<file path="src/rtl/ssc_pkg.sv">
// Shared definitions for the ssc channels: register offsets, PRN field layout,
// output saturation limits and the register-select type used by the bus decode.
package ssc_pkg;

    localparam logic [15:0] OFF_CTRL = 16'h00;
    localparam logic [15:0] OFF_CADD = 16'h04;
    localparam logic [15:0] OFF_CPH  = 16'h08;
    localparam logic [15:0] OFF_CHF  = 16'h0C;
    localparam logic [15:0] OFF_CHPH = 16'h10;
    localparam logic [15:0] OFF_PRN  = 16'h14;
    localparam logic [15:0] OFF_AMP  = 16'h18;
    localparam logic [15:0] OFF_SCNT = 16'h1C;
    localparam logic [15:0] OFF_ECNT = 16'h20;
    localparam logic [15:0] OFF_STAT = 16'h24;

    localparam int HOB_MSB   = 31;
    localparam int POLY_MSB  = 27;
    localparam int STATE_MSB = 13;
    localparam int HOB_W     = 4;
    localparam int POLY_W    = 14;
    localparam int STATE_W   = 14;

    localparam logic signed [15:0] SAT_HI = 16'sh7FFF;
    localparam logic signed [15:0] SAT_LO = 16'sh8001;

    typedef enum logic [3:0] {
        SEL_CTRL, SEL_CADD, SEL_CPH, SEL_CHF, SEL_CHPH,
        SEL_PRN, SEL_AMP, SEL_SCNT, SEL_ECNT, SEL_STAT, SEL_NONE
    } reg_sel_e;

    // Symmetric clamp so a negated full-scale sample never wraps.
    function automatic logic [15:0] sat16(input logic signed [18:0] v);
        if (v > 19'(SAT_HI)) return SAT_HI;
        if (v < 19'(SAT_LO)) return SAT_LO;
        return 16'(v);
    endfunction

endpackage

</file>
<file path="src/rtl/ssc_prn_step.sv">
// Combinational PRN LFSR next-state: output bit is state[hob] (0 when hob is
// out of range); that bit is cleared, the state shifts left, and poly is folded in.
module ssc_prn_step
    import ssc_pkg::*;
(
    input  logic [HOB_W-1:0]   hob_i,
    input  logic [POLY_W-1:0]  poly_i,
    input  logic [STATE_W-1:0] state_i,
    output logic [STATE_W-1:0] state_o,
    output logic               bit_o
);

    logic [STATE_W-1:0] mask;

    always_comb begin
        // hob of 14/15 shifts the mask out entirely, giving a zero bit and no clear.
        mask    = STATE_W'(1) << hob_i;
        bit_o   = |(state_i & mask);
        state_o = ((state_i & ~mask) << 1) ^ (bit_o ? poly_i : '0);
    end

endmodule

</file>
<file path="src/rtl/ssc_sin_rom.sv">
// Quarter-wave sine ROM, one-cycle registered read. Content is the parabolic
// quarter-wave a*(2N-a) scaled so the last entry is 32767 and entry 0 is 0.
module ssc_sin_rom #(
    parameter int AW = 13
) (
    input  logic          clk,
    input  logic          rst,
    input  logic [AW-1:0] addr_i,
    output logic [15:0]   data_o
);

    localparam int SH = 2 * AW - 15;

    logic [AW+1:0]   ax, cx;
    logic [2*AW+3:0] prod;

    always_comb begin
        ax   = {2'b00, addr_i};
        cx   = {1'b1, {(AW + 1){1'b0}}} - ax;
        prod = (2*AW+4)'(ax) * (2*AW+4)'(cx);
    end

    always_ff @(posedge clk or posedge rst) begin
        if (rst) data_o <= '0;
        else     data_o <= 16'(prod >> SH);
    end

endmodule

</file>
<file path="src/rtl/ssc_tx_chan.sv">
// Spread-spectrum transmit channel: carrier DDS -> quarter-wave sine, BPSK by PRN chip,
// scaled to a 16-bit DAC word. Define SSC_TX_DITHER_EN for the gated 2-bit LFSR dither.
module ssc_tx_chan
    import ssc_pkg::*;
#(
    parameter logic [15:0] BASE   = 16'h0800,
    parameter int          SIN_AW = 13
) (
    input  logic        clk,
    input  logic        rst,
    input  logic [31:0] addr,
    input  logic [31:0] Wdata,
    input  logic        write,
    input  logic        read,
    output logic [31:0] Rdata,
    input  logic        tick,
    output logic [15:0] DAC,
    output logic        pushDAC,
    output logic        epoch
);

    localparam int STAGES = 3;

    reg_sel_e    sel;
    logic [15:0] off;
    logic        unused_addr;

    logic        run_q;
    logic [31:0] cadd_q, cph_q, chf_q, chph_q, prn_q, scnt_q, ecnt_q;
    logic [15:0] amp_q;
    logic        stat_q, rd_stat_q, epoch_q;

    logic               adv, prn_edge, epoch_set, ctrl_b1;
    logic [31:0]        cph_sum, chph_sum;
    logic [STATE_W-1:0] prn_nxt;
    logic               prn_bit;

    logic [STAGES-1:0]        vld_pipe;
    logic [SIN_AW-1:0]        rom_addr;
    logic [15:0]              sv;
    logic                     neg1_q;
    logic signed [15:0]       s2_q;
    logic signed [32:0]       prod;
    logic signed [18:0]       dith, s3_sum;
    logic [15:0]              dac_q;

    assign unused_addr = ^addr[31:16];

    always_comb begin
        off = addr[15:0] - BASE;
        case (off)
            OFF_CTRL: sel = SEL_CTRL;
            OFF_CADD: sel = SEL_CADD;
            OFF_CPH:  sel = SEL_CPH;
            OFF_CHF:  sel = SEL_CHF;
            OFF_CHPH: sel = SEL_CHPH;
            OFF_PRN:  sel = SEL_PRN;
            OFF_AMP:  sel = SEL_AMP;
            OFF_SCNT: sel = SEL_SCNT;
            OFF_ECNT: sel = SEL_ECNT;
            OFF_STAT: sel = SEL_STAT;
            default:  sel = SEL_NONE;
        endcase
    end

    assign adv      = tick && run_q;
    assign cph_sum  = cph_q + cadd_q;
    assign chph_sum = chph_q + chf_q;
    assign prn_edge = adv && chph_sum[31] && !chph_q[31];
    // A PRN write in the step cycle replaces the step, so it cannot raise an epoch.
    assign epoch_set = prn_edge && !(write && sel == SEL_PRN) && (prn_nxt == 14'h0001);

    ssc_prn_step u_prn (
        .hob_i   (prn_q[HOB_MSB -: HOB_W]),
        .poly_i  (prn_q[POLY_MSB -: POLY_W]),
        .state_i (prn_q[STATE_MSB:0]),
        .state_o (prn_nxt),
        .bit_o   (prn_bit)
    );

    always_ff @(posedge clk or posedge rst) begin
        if (rst) begin
            run_q     <= 1'b0;
            cadd_q    <= '0;
            cph_q     <= '0;
            chf_q     <= '0;
            chph_q    <= '0;
            prn_q     <= '0;
            amp_q     <= '0;
            scnt_q    <= '0;
            ecnt_q    <= '0;
            stat_q    <= 1'b0;
            rd_stat_q <= 1'b0;
            epoch_q   <= 1'b0;
        end else begin
            if (write && sel == SEL_CTRL) run_q  <= Wdata[0];
            if (write && sel == SEL_CADD) cadd_q <= Wdata;
            if (write && sel == SEL_CHF)  chf_q  <= Wdata;
            if (write && sel == SEL_AMP)  amp_q  <= Wdata[15:0];

            if (write && sel == SEL_CPH)       cph_q <= Wdata;
            else if (adv)                      cph_q <= cph_sum;
            if (write && sel == SEL_CHPH)      chph_q <= Wdata;
            else if (adv)                      chph_q <= chph_sum;
            if (write && sel == SEL_PRN)       prn_q <= Wdata;
            else if (prn_edge)                 prn_q[STATE_MSB:0] <= prn_nxt;
            if (write && sel == SEL_SCNT)      scnt_q <= Wdata;
            else if (adv)                      scnt_q <= scnt_q + 32'd1;
            if (write && sel == SEL_ECNT)      ecnt_q <= Wdata;
            else if (epoch_set)                ecnt_q <= ecnt_q + 32'd1;

            epoch_q   <= epoch_set;
            rd_stat_q <= read && sel == SEL_STAT;
            if (epoch_set)                                   stat_q <= 1'b1;
            else if (read && sel == SEL_STAT && !rd_stat_q)  stat_q <= 1'b0;
        end
    end

    // Quadrants 1/3 walk the quarter wave backwards; 2/3 flip the sign.
    assign rom_addr = cph_q[30] ? ~cph_q[29 -: SIN_AW] : cph_q[29 -: SIN_AW];

    ssc_sin_rom #(.AW(SIN_AW)) u_rom (
        .clk    (clk),
        .rst    (rst),
        .addr_i (rom_addr),
        .data_o (sv)
    );

`ifdef SSC_TX_DITHER_EN
    logic        dith_en_q;
    logic [15:0] lfsr_q;
    logic [1:0]  d1_q, d2_q;

    always_ff @(posedge clk or posedge rst) begin
        if (rst) begin
            dith_en_q <= 1'b0;
            lfsr_q    <= 16'hACE1;
            d1_q      <= '0;
            d2_q      <= '0;
        end else begin
            if (write && sel == SEL_CTRL) dith_en_q <= Wdata[1];
            if (tick) lfsr_q <= {1'b0, lfsr_q[15:1]} ^ (lfsr_q[0] ? 16'hB400 : 16'h0000);
            if (adv) d1_q <= dith_en_q ? lfsr_q[1:0] : 2'b00;
            if (vld_pipe[0]) d2_q <= d1_q;
        end
    end

    assign ctrl_b1 = dith_en_q;
    assign dith    = 19'($signed(d2_q));
`else
    assign ctrl_b1 = 1'b0;
    assign dith    = '0;
`endif

    assign prod   = 33'(s2_q) * 33'($signed({1'b0, amp_q}));
    assign s3_sum = 19'(prod >>> 15) + dith;

    always_ff @(posedge clk or posedge rst) begin
        if (rst) begin
            vld_pipe <= '0;
            neg1_q   <= 1'b0;
            s2_q     <= '0;
            dac_q    <= '0;
        end else begin
            vld_pipe <= {vld_pipe[STAGES-2:0], adv};
            if (adv)         neg1_q <= cph_q[31] ^ prn_bit;
            if (vld_pipe[0]) s2_q   <= neg1_q ? -$signed(sv) : $signed(sv);
            if (vld_pipe[1]) dac_q  <= sat16(s3_sum);
        end
    end

    assign DAC     = dac_q;
    assign pushDAC = vld_pipe[STAGES-1];
    assign epoch   = epoch_q;

    always_comb begin
        Rdata = '0;
        if (read) begin
            case (sel)
                SEL_CTRL: Rdata = {30'b0, ctrl_b1, run_q};
                SEL_CADD: Rdata = cadd_q;
                SEL_CPH:  Rdata = cph_q;
                SEL_CHF:  Rdata = chf_q;
                SEL_CHPH: Rdata = chph_q;
                SEL_PRN:  Rdata = prn_q;
                SEL_AMP:  Rdata = {16'b0, amp_q};
                SEL_SCNT: Rdata = scnt_q;
                SEL_ECNT: Rdata = ecnt_q;
                SEL_STAT: Rdata = {31'b0, stat_q};
                default:  Rdata = '0;
            endcase
        end
    end

endmodule

</file>
<file path="config.mk">
export PLATFORM = sky130hd
export DESIGN_NAME = ssc_tx_chan
export DESIGN_NICKNAME = d
export VERILOG_FILES = /design/src/rtl/ssc_pkg.sv /design/src/rtl/ssc_prn_step.sv /design/src/rtl/ssc_sin_rom.sv /design/src/rtl/ssc_tx_chan.sv
export SDC_FILE = /design/constraint.sdc
export NUM_CORES = 2
export LEC_CHECK = 0
export ABC_CLOCK_PERIOD_IN_PS = 9100
export CORE_UTILIZATION = 25
export CTS_CLUSTER_DIAMETER = 80
export DETAILED_ROUTE_END_ITERATION = 8
export HOLD_SLACK_MARGIN = 0.06
export PLACE_DENSITY = 0.49
export REMOVE_ABC_BUFFERS = 1
export SYNTH_ARGS = -nofsm -noshare
export SYNTH_HDL_FRONTEND = slang
export SYNTH_HIERARCHICAL = 1
export SYNTH_SLANG_ARGS = --single-unit
export TNS_END_PERCENT = 30
</file>
<file path="constraint.sdc">
create_clock -name clk -period 9.1 [get_ports clk]
set_clock_uncertainty 0.1 [all_clocks]
set_input_delay 1.365 -clock clk [delete_from_list [all_inputs] [get_ports clk]]
set_output_delay 1.365 -clock clk [all_outputs]
set_load 0.02 [all_outputs]
</file>
==> results.toml <==
[floorplanning]
die_h_um = 367
io_pins = 119
die_width_um = 367
core_area_um2 = 132000
initial_core_util_pct = 25.3
row_count = 133
dieArea_um2 = 135000

[timing]
hold_viol = 0
setup_ws_ps = 1450
fin_crit_sh_pct = 84.1
fmax_ghz = 0.131
slew_headroom_pct = 21.7
setup_viol = 0
period_needed_ps = 7650
worst_slew_pin_slew_ps = 1170
rsz0062_at_grt = "no"
drv_slew = 0

[placement]
dpl_cell_area_um2 = 36300
io_buffers = 102
place_ws_ps = 1340
gp_congestion = 0.894
dp_hpwl_mm = 78.8

[flow_run]
cap_violations = 0

[pwr]
comb_power_share_pct = 5.7
power_density_nw_per_um2 = 80.7
leakagePower_nw = 17.7
sw_frac_of_total_pct = 25.8
p_seq_share_pct = 43.9
ir_drop_v = 0.000114
p_sw_mw = 0.780
p_clk_share_pct = 50.5
internal_power_mw = 2.24
finalPower_mw = 3.02

[finish]
mostFrequentLayoutCells = "inv_1 (461), fa_1 (336), dfrtp_1 (296)"
syn2layout_area_growth_pct = 12.4
final_common_cell = "inv_1"
final.fill_count = 13999
stdcell_area_um2 = 37500
nets = 4323
post_route_cells_drive_above_1_share_pct = 8.97

[synth]
yosysWarnings = 6
synth_seq_cells = 296
synth_top_area_cell = "dfrtp_1"
synth.area.top_cells = "dfrtp_1 (22%), fa_1 (20%), ha_1 (10%)"
synth_edf_count = 0
netlist_area_um2 = 33300
synth.avg_cell_area_um2 = 9.18
synth.top_cell.area_share_pct = 22.2
netlist_instances = 3632
synthArstFlopShare_pct = 100
synth_cell_types = 108
synth-seq-area-share_pct = 22.2
synth-main-ff-cell = "dfrtp_1"

[detailed_routing]
final_antenna_net_count = 0
post_drt_wl_per_cell_um = 19.3
vias = 25889
via_per_inst = 4.76
first_pass_iters = 7
drt_first_iter_violations = 1773
drc_errors = 0
wl_mm = 105

[cts]
clock_tree.buffer_depth = 3
postCtsHoldBufs = 0
htreeDepth = 2
clk_pin_slew_ps = 60
clock_sinks = 296
postCtsResizedCells = 0
cts_buffers = 37
root_buffer = "clkbuf_16"
clock_latency_ps = 610
tritoncts = "yes"
cts_setup_buffers = 0

[setup_path]
crit_required_ps = 9450
cp_max_fo = 16
start_kind = "flip-flop"
crit_type = "flip-flop to flip-flop"
crit_arrival_ps = 8000
critPathCaptureType = "flip-flop"

[global_routing]
grt_overflow = 0
grt_max_degree = 142
grt_pass1_wl_mm = 164
grt_pass1_vias = 26772
antenna_found_initial = 4
globalRouteTotalUtil_pct = 15.6

[hold_path]
hold_path.class = "flip-flop to flip-flop"

[status]
outcome = "finished, final reports clean"
==> power by group through the flow <==
stage | sequential [mW] | clock (mW) | combinational, mW
after floorplan | 1.35 | 0 | 0.0765
after global placement | 1.35 | 0 | 0.174
after detailed placement | 1.35 | 0 | 0.174
after CTS | 1.33 | 1.56 | 0.175
after global routing | 1.33 | 1.61 | 0.189
final | 1.33 | 1.53 | 0.172
==> worst paths after layout <==
| check | cells past startpoint | slack, ps | start | endpoint |
|---|---|---|---|---|
| min in group asynchronous | 2 | 1510 | rst | scnt_q[28]$_DFFE_PP0P_ |
| hold reg to reg | 2 | 380 | rd_stat_q$_DFF_PP0_ | stat_q$_DFFE_PP0P_ |
| hold / removal | 2 | 380 | rd_stat_q$_DFF_PP0_ | stat_q$_DFFE_PP0P_ |
| setup / recovery | 20 | 1450 | cph_q[30]$_DFFE_PP0P_ | u_rom/data_o[8]$_DFF_PP0_ |
| max in group asynchronous | 3 | 5970 | rst | cph_q[10]$_DFFE_PP0P_ |
| setup reg to reg | 20 | 1450 | cph_q[30]$_DFFE_PP0P_ | u_rom/data_o[8]$_DFF_PP0_ |
==> cells in the mapped netlist, types with 6 or more instances <==
cell type / instances
o31ai_1: 7
xnor2_1: 89
mux4_2: 16
nor3b_2: 6
a211o_1: 11
nor2b_1: 41
o221ai_1: 7
nor4_1: 12
a22o_1: 21
o211ai_1: 7
nand3_1: 36
nand2_1: 297
a21boi_0: 6
a21o_1: 42
a31oi_1: 20
clkinv_1: 6
inv_1: 462
o21ai_0: 105
o21ai_1: 6
nand2b_1: 95
o21bai_1: 11
and2_1: 127
mux2i_1: 35
clkbuf_1: 138
nand4_1: 27
o21a_1: 15
nor3b_1: 13
fa_1: 336
a211oi_1: 12
a222oi_1: 31
or2_2: 7
or3_1: 12
a21oi_1: 268
xor2_1: 90
a21oi_2: 7
dfrtp_1: 296
o21ai_2: 10
a22oi_1: 31
nor2_1: 276
buf_1: 17
and3_1: 38
ha_1: 266
mux2_2: 122
nor3_1: 40
==> routing by layer <==
metal	vias to the layer above	GRT usage [%]	wire length [µm]
li1	12159	-	-
met1	13026	21.7	49600
met2	537	24.7	47200
met3	165	2.00	4610
met4	2	5.33	3610
met5	-	0	8
==> cell families after synthesis <==
family,Yosys count,synth area share (%)
AOI/OAI and AO/OA,674,13.3
other,2,0.0225
muxes,175,6.36
DFF,296,22.2
xor gates and xnor gates,179,4.70
and+or+nand+nor,1065,15.9
buffers and inverters,639,7.38
adders and majority gates,602,30.2
==> state kept, by name, summed over array words and instances (netlist names) <==
name	cells
cadd_q	32
chf_q	32
stat_q	1
s2_q	16
cph_q	32
u_rom/data_o	16
run_q	1
vld_pipe	3
epoch	1
chph_q	32
prn_q	32
DAC	16
amp_q	16
rd_stat_q	1
neg1_q	1
scnt_q	32
ecnt_q	32
==> critical path, cell delays in order, from the launching register on <==
cell and delay, ps:
dfrtp_1 860, xor2_1 590, inv_1 430, nand3_1 280, nor2_1 70, ha_1 640, nand2b_1 200, fa_1 440
fa_1 520, inv_1 60, fa_1 470, fa_1 590, inv_1 70, fa_1 530, inv_1 40, ha_1 350
a21oi_1 170, o21ai_0 130, nor3_1 400, a21oi_2 180, o311ai_0 370
==> final cells by class <==
| type | count | area [µm²] | area share (%) |
|---|---|---|---|
| diodes | 2 | 5.00 | 0.0134 |
| clock inverters | 16 | 184 | 0.491 |
| well taps | 1755 | 2200 | 5.86 |
| flip-flops and latches | 296 | 7410 | 19.8 |
| multi-input cells | 2705 | 23600 | 62.8 |
| clock buffers | 48 | 1040 | 2.77 |
| inverters | 469 | 1770 | 4.72 |
| repair buffers | 143 | 1330 | 3.55 |
==> stage by stage <==
step                std cells  util, %  setup TNS, ps  hold slack, ps
CTS                      5432     28.4              0             378
finish                   5434     28.4              0             378
global placement         5368     27.5              0             356
floorplan                3470        -         -24410             347
global route             5433     28.4              0             418
detailed placement       5368     27.5              0             363
Power figures use the tool's default switching activity.
